[src/rtl/mul16_seq_pkg.sv]
// mul16_seq_pkg
// Shared constants for the 16x16 sequencer built around an external 8x8 core.
//   - FSM state encodings (IDLE / RUN / DONE)
//   - number of partial-product passes
//   - per-pass operand-half selects and accumulator shift amounts
package mul16_seq_pkg;

    typedef logic [1:0] state_t;

    localparam state_t ST_IDLE = 2'd0;
    localparam state_t ST_RUN  = 2'd1;
    localparam state_t ST_DONE = 2'd2;

    localparam int NUM_PASSES = 4;

    // Pass order: aL*bL, aH*bL, aL*bH, aH*bH. Bit n set = use the high byte in pass n.
    localparam logic [NUM_PASSES-1:0] A_HI_SEL = 4'b1010;
    localparam logic [NUM_PASSES-1:0] B_HI_SEL = 4'b1100;

    // Left shift applied to each pass's partial product before accumulation.
    function automatic logic [4:0] pass_shift(input logic [1:0] pass);
        logic [4:0] sh;
        case (pass)
            2'd0:    sh = 5'd0;
            2'd1:    sh = 5'd8;
            2'd2:    sh = 5'd8;
            default: sh = 5'd16;
        endcase
        return sh;
    endfunction

endpackage

[src/rtl/mul16_pass_acc.sv]
// mul16_pass_acc
// 32-bit shift-and-add accumulator for the partial products of one 16x16 multiply.
// Ports:
//   clk, rst_n  clock, asynchronous active-low reset
//   clr         zero the accumulator (start of a new product; wins over en)
//   en          add the current partial product at this edge
//   pass        pass index 0..3, selects the shift amount
//   part        16-bit partial product from the 8x8 core
//   acc         accumulated value
module mul16_pass_acc
    import mul16_seq_pkg::*;
(
    input  logic        clk,
    input  logic        rst_n,
    input  logic        clr,
    input  logic        en,
    input  logic [1:0]  pass,
    input  logic [15:0] part,
    output logic [31:0] acc
);

    logic [31:0] acc_d;
    logic [31:0] acc_q;

    // NOTE: every signal written in always_comb gets a default first, so no path leaves it unassigned and no latch is inferred.
    always_comb begin
        acc_d = acc_q;
        if (clr) begin
            acc_d = '0;
        end else if (en) begin
            // The final sum of four shifted 16-bit terms fits in 32 bits, so no carry-out is kept.
            acc_d = acc_q + (32'(part) << pass_shift(pass));
        end
    end

    // NOTE: state registers use non-blocking assignments so every flop samples pre-edge values regardless of block order.
    always_ff @(posedge clk or negedge rst_n) begin
        if (!rst_n) begin
            acc_q <= '0;
        end else begin
            acc_q <= acc_d;
        end
    end

    assign acc = acc_q;

endmodule

[src/rtl/mul16_sequencer.sv]
// mul16_sequencer
// 16x16 unsigned multiplier that time-multiplexes one combinational 8x8 core over
// four passes, holding each operand pair for SETTLE_CYCLES before sampling core_p.
// Ports:
//   clk, rst_n                    clock, asynchronous active-low reset
//   in_valid/in_ready/in_a/in_b   operand handshake (accepted only in IDLE)
//   out_valid/out_ready/out_p     product handshake (held stable under backpressure)
//   core_x/core_y                 registered operands to the 8x8 core
//   core_p                        core result (bit 16 is never set by an 8x8 core)
//   busy                          high whenever not IDLE
module mul16_sequencer
    import mul16_seq_pkg::*;
#(
    parameter int SETTLE_CYCLES = 1,
    parameter int CNT_W         = 4
) (
    input  logic        clk,
    input  logic        rst_n,
    input  logic        in_valid,
    output logic        in_ready,
    input  logic [15:0] in_a,
    input  logic [15:0] in_b,
    output logic        out_valid,
    input  logic        out_ready,
    output logic [31:0] out_p,
    output logic [7:0]  core_x,
    output logic [7:0]  core_y,
    input  logic [16:0] core_p,
    output logic        busy
);

    localparam logic [CNT_W-1:0] CNT_LAST  = CNT_W'(SETTLE_CYCLES - 1);
    localparam logic [2:0]       PASS_LAST = 3'(NUM_PASSES - 1);
    localparam logic [2:0]       PASS_WB   = 3'(NUM_PASSES);

    state_t            state_d, state_q;
    logic [CNT_W-1:0]  cnt_d, cnt_q;
    logic [2:0]        pass_d, pass_q;
    logic [2:0]        pass_inc;
    logic [15:0]       a_d, a_q;
    logic [15:0]       b_d, b_q;
    logic [7:0]        core_x_d, core_x_q;
    logic [7:0]        core_y_d, core_y_q;
    logic [31:0]       out_p_d, out_p_q;
    logic              acc_clr;
    logic              acc_en;
    logic [31:0]       acc;
    logic              core_p_unused;

    assign core_p_unused = core_p[16];
    assign pass_inc      = pass_q + 3'd1;

    always_comb begin
        state_d  = state_q;
        cnt_d    = cnt_q;
        pass_d   = pass_q;
        a_d      = a_q;
        b_d      = b_q;
        core_x_d = core_x_q;
        core_y_d = core_y_q;
        out_p_d  = out_p_q;
        acc_clr  = 1'b0;
        acc_en   = 1'b0;

        case (state_q)
            ST_IDLE: begin
                if (in_valid) begin
                    a_d      = in_a;
                    b_d      = in_b;
                    acc_clr  = 1'b1;
                    pass_d   = '0;
                    cnt_d    = '0;
                    core_x_d = in_a[7:0];
                    core_y_d = in_b[7:0];
                    state_d  = ST_RUN;
                end
            end

            ST_RUN: begin
                if (pass_q == PASS_WB) begin
                    // Extra cycle after the last add so out_p captures the settled accumulator.
                    out_p_d = acc;
                    state_d = ST_DONE;
                end else if (cnt_q == CNT_LAST) begin
                    acc_en = 1'b1;
                    pass_d = pass_inc;
                    cnt_d  = '0;
                    if (pass_q != PASS_LAST) begin
                        core_x_d = A_HI_SEL[pass_inc[1:0]] ? a_q[15:8] : a_q[7:0];
                        core_y_d = B_HI_SEL[pass_inc[1:0]] ? b_q[15:8] : b_q[7:0];
                    end
                end else begin
                    cnt_d = cnt_q + 1'b1;
                end
            end

            ST_DONE: begin
                if (out_ready) begin
                    state_d = ST_IDLE;
                end
            end

            default: state_d = ST_IDLE;
        endcase
    end

    // NOTE: every register, including the operand latches, is reset so an aborted product leaves no residue.
    always_ff @(posedge clk or negedge rst_n) begin
        if (!rst_n) begin
            state_q  <= ST_IDLE;
            cnt_q    <= '0;
            pass_q   <= '0;
            a_q      <= '0;
            b_q      <= '0;
            core_x_q <= '0;
            core_y_q <= '0;
            out_p_q  <= '0;
        end else begin
            state_q  <= state_d;
            cnt_q    <= cnt_d;
            pass_q   <= pass_d;
            a_q      <= a_d;
            b_q      <= b_d;
            core_x_q <= core_x_d;
            core_y_q <= core_y_d;
            out_p_q  <= out_p_d;
        end
    end

    mul16_pass_acc u_acc (
        .clk   (clk),
        .rst_n (rst_n),
        .clr   (acc_clr),
        .en    (acc_en),
        .pass  (pass_q[1:0]),
        .part  (core_p[15:0]),
        .acc   (acc)
    );

    assign in_ready  = (state_q == ST_IDLE);
    assign out_valid = (state_q == ST_DONE);
    assign busy      = (state_q != ST_IDLE);
    assign out_p     = out_p_q;
    assign core_x    = core_x_q;
    assign core_y    = core_y_q;

endmodule

[config.mk]
export PLATFORM = sky130hd
export DESIGN_NAME = mul16_sequencer
export DESIGN_NICKNAME = d
export VERILOG_FILES = /design/src/rtl/mul16_seq_pkg.sv /design/src/rtl/mul16_pass_acc.sv /design/src/rtl/mul16_sequencer.sv
export SDC_FILE = /design/constraint.sdc
export NUM_CORES = 1
export LEC_CHECK = 0
export ABC_AREA = 0
export CORE_ASPECT_RATIO = 1.25
export CORE_UTILIZATION = 30
export DETAILED_ROUTE_END_ITERATION = 16
export HOLD_SLACK_MARGIN = 0.12
export PLACE_DENSITY_LB_ADDON = 0.12
export RECOVER_POWER = 25
export SKIP_CTS_REPAIR_TIMING = 1
export SLEW_MARGIN = 40
export SYNTH_ARGS = -nofsm -noshare
export SYNTH_HDL_FRONTEND = slang
export SYNTH_HIERARCHICAL = 1
export SYNTH_SLANG_ARGS = --single-unit
export TNS_END_PERCENT = 100
[constraint.sdc]
create_clock -name clk -period 8.3 [get_ports clk]
set_clock_uncertainty 0.15 [all_clocks]
set_input_delay 0.83 -clock clk [delete_from_list [all_inputs] [get_ports clk]]
set_output_delay 0.83 -clock clk [all_outputs]
set_load 0.05 [all_outputs]
==> impl_metrics.json, run 1 <==
{
  "dieArea_um2": 24400,
  "arrival_ns": 4.88,
  "initialDrtViolationCount": 151,
  "path_max_fanout": 12,
  "crit_type": "reg2reg",
  "hold_start": "a_q[4]",
  "timing.final.ws_setup_ns": 3.61,
  "hold_class": "reg2reg",
  "synthesis.area_um2": 7130,
  "cap_violations": 1,
  "start_util_pct": 30.8,
  "grt_util_all_layers_pct": 15.9,
  "synth_nets": 741,
  "final_nets": 838,
  "insertedDiodeCount": 0,
  "hold_end": "a_q[4]",
  "rr_endpoint": "u_acc/acc[28]",
  "clock_latency_ns": 0.43,
  "power_frac_comb_pct": 58.2,
  "synth_edf_count": 0,
  "clkPwrFrac_pct": 17.6,
  "synth_top_cell_by_area": "dfrtp_1",
  "setup_violations": 0,
  "hpwlAfterDp_mm": 13.3,
  "drc": 0,
  "end_kind": "register",
  "cts_buffers": 17,
  "min_period_ns": 4.69,
  "synthArstFlopShare_pct": 100,
  "vias": 5306,
  "rrSetupSlack_ns": 3.61,
  "power.internal_mw": 2.38,
  "swShare_pct": 44.1,
  "synth_top_area_share_pct": 42.4,
  "setup-tns-final_ns": 0,
  "fmax_mhz": 213,
  "place_ws_ns": 3.62,
  "powerDensity_nw_per_um2": 470,
  "ir_drop_mv": 0.161,
  "hold_depth": 1,
  "worstReg2RegStart": "pass_q[0]",
  "avgSynthCellArea_um2": 11.0,
  "mostFrequentLayoutCells": "dfrtp_1 (121), mux2_2 (114), clkdlybuf4s50_1 (101)",
  "gp_congestion": 0.896,
  "layout-drive-gt1-share_pct": 21.5,
  "ant_nets": 0,
  "violations": "max-capacitance violations, max-slew violations",
  "grt_pass1_wl_mm": 30.0,
  "antenna_found_initial": 0,
  "htree_levels": 4,
  "ys_types": 60,
  "routed_wl_mm": 18.2,
  "switchingPower_mw": 1.87,
  "post-route-period-util_pct": 56.5,
  "core_um2": 23200,
  "reg2regPathDepth": 15,
  "synthTopCellsByArea": "dfrtp_1 (42%), mux2_2 (18%), ha_1 (6.7%)",
  "port_buffers": 102,
  "synthToLayoutAreaGrowth_pct": 26.7,
  "die_y_um": 174,
  "rsz0062_at_grt": "false",
  "required_ns": 8.49,
  "grt_pass1_vias": 5735,
  "worst_pin_slew_ns": 2.79,
  "clockRootBuffer": "clkbuf_16",
  "status": "complete, but fails checks",
  "start_kind": "register",
  "synth_seq_cells": 121,
  "cts_tree": "yes",
  "finalMaxSlewViolations": 51,
  "viasPerCell": 5.07,
  "synth_warnings": 6,
  "ios": 104,
  "synthCells": 649,
  "dr.pass1.iters": 5,
  "synth-seq-area-share_pct": 42.4,
  "wl_per_cell_um": 17.4,
  "layout_commonest_cell": "dfrtp_1",
  "pwr-share-seq_pct": 24.2,
  "maxSlewHeadroom_pct": -85.9,
  "p_leak_nw": 4.03,
  "finalHoldViolations": 0,
  "std_cell_rows": 62,
  "cts.sinks": 121,
  "clockBufferDepth": 2,
  "path_clk_slew_ns": 0.06,
  "fin_util_pct": 39.0,
  "grt_max_degree": 73,
  "die_w_um": 140,
  "fillers": 2241,
  "grt_overflow": 0,
  "yosys_most_used_dff": "dfrtp_1"
}
[cells in the mapped netlist (2+ instances only)]
cell type,count
nor2_1,57
inv_1,16
nor3_1,4
and2_1,10
or3_1,3
nand3_1,8
nand2b_1,5
mux2_2,114
clkbuf_1,19
and4_1,2
nor2b_1,16
nand2_1,21
o21a_1,4
a211o_1,2
o211ai_1,7
dfrtp_1,121
o22ai_1,2
o21ai_0,14
o21ai_1,4
xor2_1,6
nor3b_1,2
a211oi_1,7
nand3b_1,2
a21oi_2,2
o21bai_1,5
buf_2,7
ha_1,38
nand4_1,4
and3_1,3
buf_1,3
a22o_1,13
xnor2_1,20
mux2i_1,24
a221oi_1,2
a21o_1,17
a21oi_1,36
o31ai_1,5
and3b_1,2
[cell families (layout without fill, tap and decap cells)]
group,Yosys count,count (layout),synth area share [%]
multiplexers,138,138,21.4
buffers and inverters,46,156,2.70
XOR/XNOR,26,26,3.19
flip-flops,121,121,42.4
AND/OR/NAND/NOR,146,146,10.5
AO/OA/AOI/OAI,133,133,12.9
adder cells (fa/ha/maj),39,39,6.95
[state kept, by name, summed over array words and instances (netlist names)]
name	cells
out_p	32
u_acc/acc	32
a_q	16
b_q	16
core_x	8
core_y	8
cnt_q	4
pass_q	3
state_q	2
[cell type report]
class | count | area (µm²) | share of cell area (%)
multi-input cells | 482 | 3920 | 43.4
flip-flops and latches | 121 | 3030 | 33.5
repair buffers | 108 | 1070 | 11.8
clock buffers | 17 | 425 | 4.71
well taps | 288 | 360 | 3.99
clock inverters | 15 | 173 | 1.91
inverters | 16 | 60.1 | 0.665
[worst max-delay path by stage]
stage,depth (start not counted),startpoint,endpoint,slack [ns]
global placement,15,pass_q[0],u_acc/acc[26],3.68
global route,15,pass_q[0],u_acc/acc[26],3.23
CTS,15,pass_q[0],u_acc/acc[30],3.57
floorplan,16,pass_q[0],u_acc/acc[26],4.50
detailed placement,15,pass_q[0],u_acc/acc[30],3.62
finish,15,pass_q[0],u_acc/acc[28],3.61
[through the flow]
| stage | total power [mW] | std cells | hold WS (ns) | area [µm²] |
|---|---|---|---|---|
| 2_1_floorplan | 2.89 | 649 | 0.325 | 7130 |
| 3_3_place_gp | 3.46 | 1014 | 0.334 | 8420 |
| 3_5_place_dp | 3.51 | 1015 | 0.341 | 8440 |
| 4_1_cts | 4.30 | 1047 | 0.306 | 9040 |
| 5_1_grt | 4.58 | 1047 | 0.366 | 9030 |
| 6_report | 4.25 | 1047 | 0.352 | 9030 |
[power by group through the flow]
stage,Clock [mW],Sequential [mW],Combinational (mW)
after global placement,0,1.03,2.43
after global routing,0.807,1.07,2.71
after floorplan,0,1.30,1.58
after CTS,0.774,1.04,2.49
after detailed placement,0,1.05,2.47
final,0.749,1.03,2.47
[routing by layer]
metal	share of wire (%)	track usage (%)	vias to the layer above
met5	0	0	-
met4	1.7	5.82	0
met3	4.1	3.50	21
met2	50	27.5	129
met1	44	19.3	2603
li1	-	-	2553
[worst max-delay path, stage by stage, from the launching register on]
cell,delay (ns)
dfrtp_1,0.70
ha_1,0.51
nor2_1,0.38
and2_1,0.22
ha_1,0.19
inv_1,0.07
fa_1,0.41
nor2b_1,0.17
o2111ai_1,0.14
a21boi_1,0.30
a21oi_2,0.15
o21ai_0,0.49
a21oi_1,0.23
o21ai_0,0.30
nand3_1,0.11
o211ai_1,0.10
(Power assumes the default switching activity.)
==> run 2, diff against run 1 <==
==> constraint.sdc (replaced) <==
create_clock -name clk -period 4.51 [get_ports clk]
set_clock_uncertainty 0.15 [all_clocks]
set_input_delay 0.451 -clock clk [delete_from_list [all_inputs] [get_ports clk]]
set_output_delay 0.451 -clock clk [all_outputs]
set_load 0.05 [all_outputs]
==> run 2 against run 1 <==
- clock-buffer cell count rose by 2
- hold slack barely moved
- largest power group unchanged
- power rose by 83%
- critical endpoint unchanged
- largest cell class unchanged
- sequential cell count did not move
- the run still ends with max-capacitance violations, max-slew violations left
==> impl_metrics.json, run 2 (same netlist as run 1, synthesis figures left out) <==
{
  "place_ws_ns": 0.395,
  "clkPwrFrac_pct": 16.7,
  "wirelength_met1_mm": 8.52,
  "start_kind": "register",
  "dieArea_um2": 24400,
  "swShare_pct": 44.1,
  "clockRootBuffer": "clkbuf_16",
  "status": "complete, but fails checks",
  "layout-drive-gt1-share_pct": 21.6,
  "power_frac_comb_pct": 59.2,
  "finalHoldViolations": 0,
  "grt_pass1_vias": 5572,
  "cts_tree": "yes",
  "end_kind": "register",
  "arrival_ns": 4.35,
  "dp.cells": 1020,
  "placed_cell_area_um2": 8470,
  "rrSetupSlack_ns": 0.34,
  "clockBufferDepth": 2,
  "synthToLayoutAreaGrowth_pct": 26.6,
  "rr_endpoint": "u_acc/acc[28]",
  "htree_levels": 4,
  "drc": 0,
  "final_cells": 1053,
  "initialDrtViolationCount": 199,
  "std_cell_rows": 62,
  "cap_violations": 2,
  "path_clk_slew_ns": 0.06,
  "topRoutingLayerUsed": "met4",
  "worstReg2RegStart": "pass_q[1]",
  "antenna_found_initial": 0,
  "gp_congestion": 0.841,
  "dr_wl_met3_um": 637,
  "min_period_ns": 4.17,
  "grt_pass1_wl_mm": 30.3,
  "p_leak_nw": 4.03,
  "start_util_pct": 30.8,
  "wl_per_cell_um": 17.6,
  "maxSlewHeadroom_pct": -92.2,
  "cts_buffers": 17,
  "hold_end": "a_q[4]",
  "grt_max_degree": 59,
  "cts.sinks": 121,
  "violations": "max-capacitance violations, max-slew violations",
  "wl_met2_mm": 9.10,
  "critPathTopFamily": "compound AO/OA/AOI/OAI gates",
  "core_um2": 23200,
  "post-route-period-util_pct": 92.4,
  "switchingPower_mw": 3.43,
  "timing.final.ws_setup_ns": 0.345,
  "fin_util_pct": 38.9,
  "insertedDiodeCount": 0,
  "port_buffers": 102,
  "final_nets": 844,
  "required_ns": 4.69,
  "path_cells": "ha_1 -> nor2_1 -> and2_1 -> ha_1 -> inv_1 -> fa_1 -> nor2b_1 -> o2111ai_1 -> a21boi_1 -> a21oi_2 -> o21ai_0 -> a21oi_1 -> o21ai_0 -> nand3_1 -> o211ai_1",
  "hold_depth": 1,
  "die_w_um": 140,
  "grt_overflow": 0,
  "clock_latency_ns": 0.42,
  "hold_class": "reg2reg",
  "critPathSlowestCell": "o21ai_0",
  "cp_num_buf_inv": 1,
  "layout_commonest_cell": "dfrtp_1",
  "fmax_mhz": 240,
  "ios": 104,
  "crit_type": "reg2reg",
  "powerDensity_nw_per_um2": 860,
  "viasPerCell": 5.04,
  "dr.pass1.iters": 4,
  "mostFrequentLayoutCells": "dfrtp_1 (121), mux2_2 (114), clkdlybuf4s50_1 (101)",
  "hold_start": "a_q[4]",
  "critPathMaxStageDelay_ns": 0.52,
  "routed_wl_mm": 18.6,
  "grt_util_all_layers_pct": 16.0,
  "reg2regPathDepth": 15,
  "worst_pin_slew_ns": 2.88,
  "path_max_fanout": 8,
  "pwr-share-seq_pct": 24.1,
  "ir_drop_mv": 0.404,
  "hpwlAfterDp_mm": 13.7,
  "rsz0062_at_grt": "false",
  "setup_violations": 0,
  "setup-tns-final_ns": 0,
  "finalMaxSlewViolations": 98,
  "ant_nets": 0,
  "vias": 5306,
  "die_y_um": 174,
  "power.internal_mw": 4.34,
  "final_cell_area_um2": 9030
}
==> run 2: worst max path at each step <==
| stage | from | to | slack (ns) | cells past startpoint |
|---|---|---|---|---|
| 2_1_floorplan | pass_q[0] | u_acc/acc[26] | 0.71 | 16 |
| 3_3_place_gp | pass_q[1] | u_acc/acc[26] | 0.52 | 15 |
| 3_5_place_dp | pass_q[1] | u_acc/acc[26] | 0.39 | 15 |
| 4_1_cts | pass_q[1] | u_acc/acc[26] | 0.37 | 15 |
| 5_1_grt | pass_q[1] | u_acc/acc[28] | 0.08 | 15 |
| 6_report | pass_q[1] | u_acc/acc[28] | 0.34 | 15 |
==> run 2: routing by layer <==
metal  vias up  track usage, %
met1      2599            20.1
met5         -               0
met2       113            27.1
met3        16            3.25
met4         0            5.59
li1       2578               -
==> run 2: stage by stage <==
stage	hold slack (ns)	power [mW]
finish	0.352	7.77
detailed placement	0.342	6.52
floorplan	0.00541	5.31
global route	0.369	8.35
CTS	-0.0237	7.86
global placement	0.333	6.44
==> run 2: worst reg2reg max path, cell delays in order, from the launching register on <==
cell,delay (ns)
dfrtp_1,0.41
ha_1,0.31
nor2_1,0.31
and2_1,0.22
ha_1,0.20
inv_1,0.07
fa_1,0.40
nor2b_1,0.15
o2111ai_1,0.14
a21boi_1,0.30
a21oi_2,0.15
o21ai_0,0.52
a21oi_1,0.23
o21ai_0,0.30
nand3_1,0.12
o211ai_1,0.11
==> run 2: cell type report <==
cell class	count	area, µm²
Clock buffer	19	443
Clock inverter	13	111
Fill cell	2294	14200
Inverter	16	60.1
Multi-Input combinational cell	482	3920
Sequential cell	121	3030
Tap cell	288	360
Timing Repair Buffer	114	1110
==> run 2: power groups by stage <==
| stage | clock (mW) | sequential [mW] | combinational [mW] |
|---|---|---|---|
| 3_3_place_gp | 0 | 1.88 | 4.56 |
| 2_1_floorplan | 0 | 2.40 | 2.91 |
| 6_report | 1.30 | 1.87 | 4.60 |
| 5_1_grt | 1.38 | 1.95 | 5.02 |
| 3_5_place_dp | 0 | 1.90 | 4.61 |
| 4_1_cts | 1.34 | 1.88 | 4.64 |
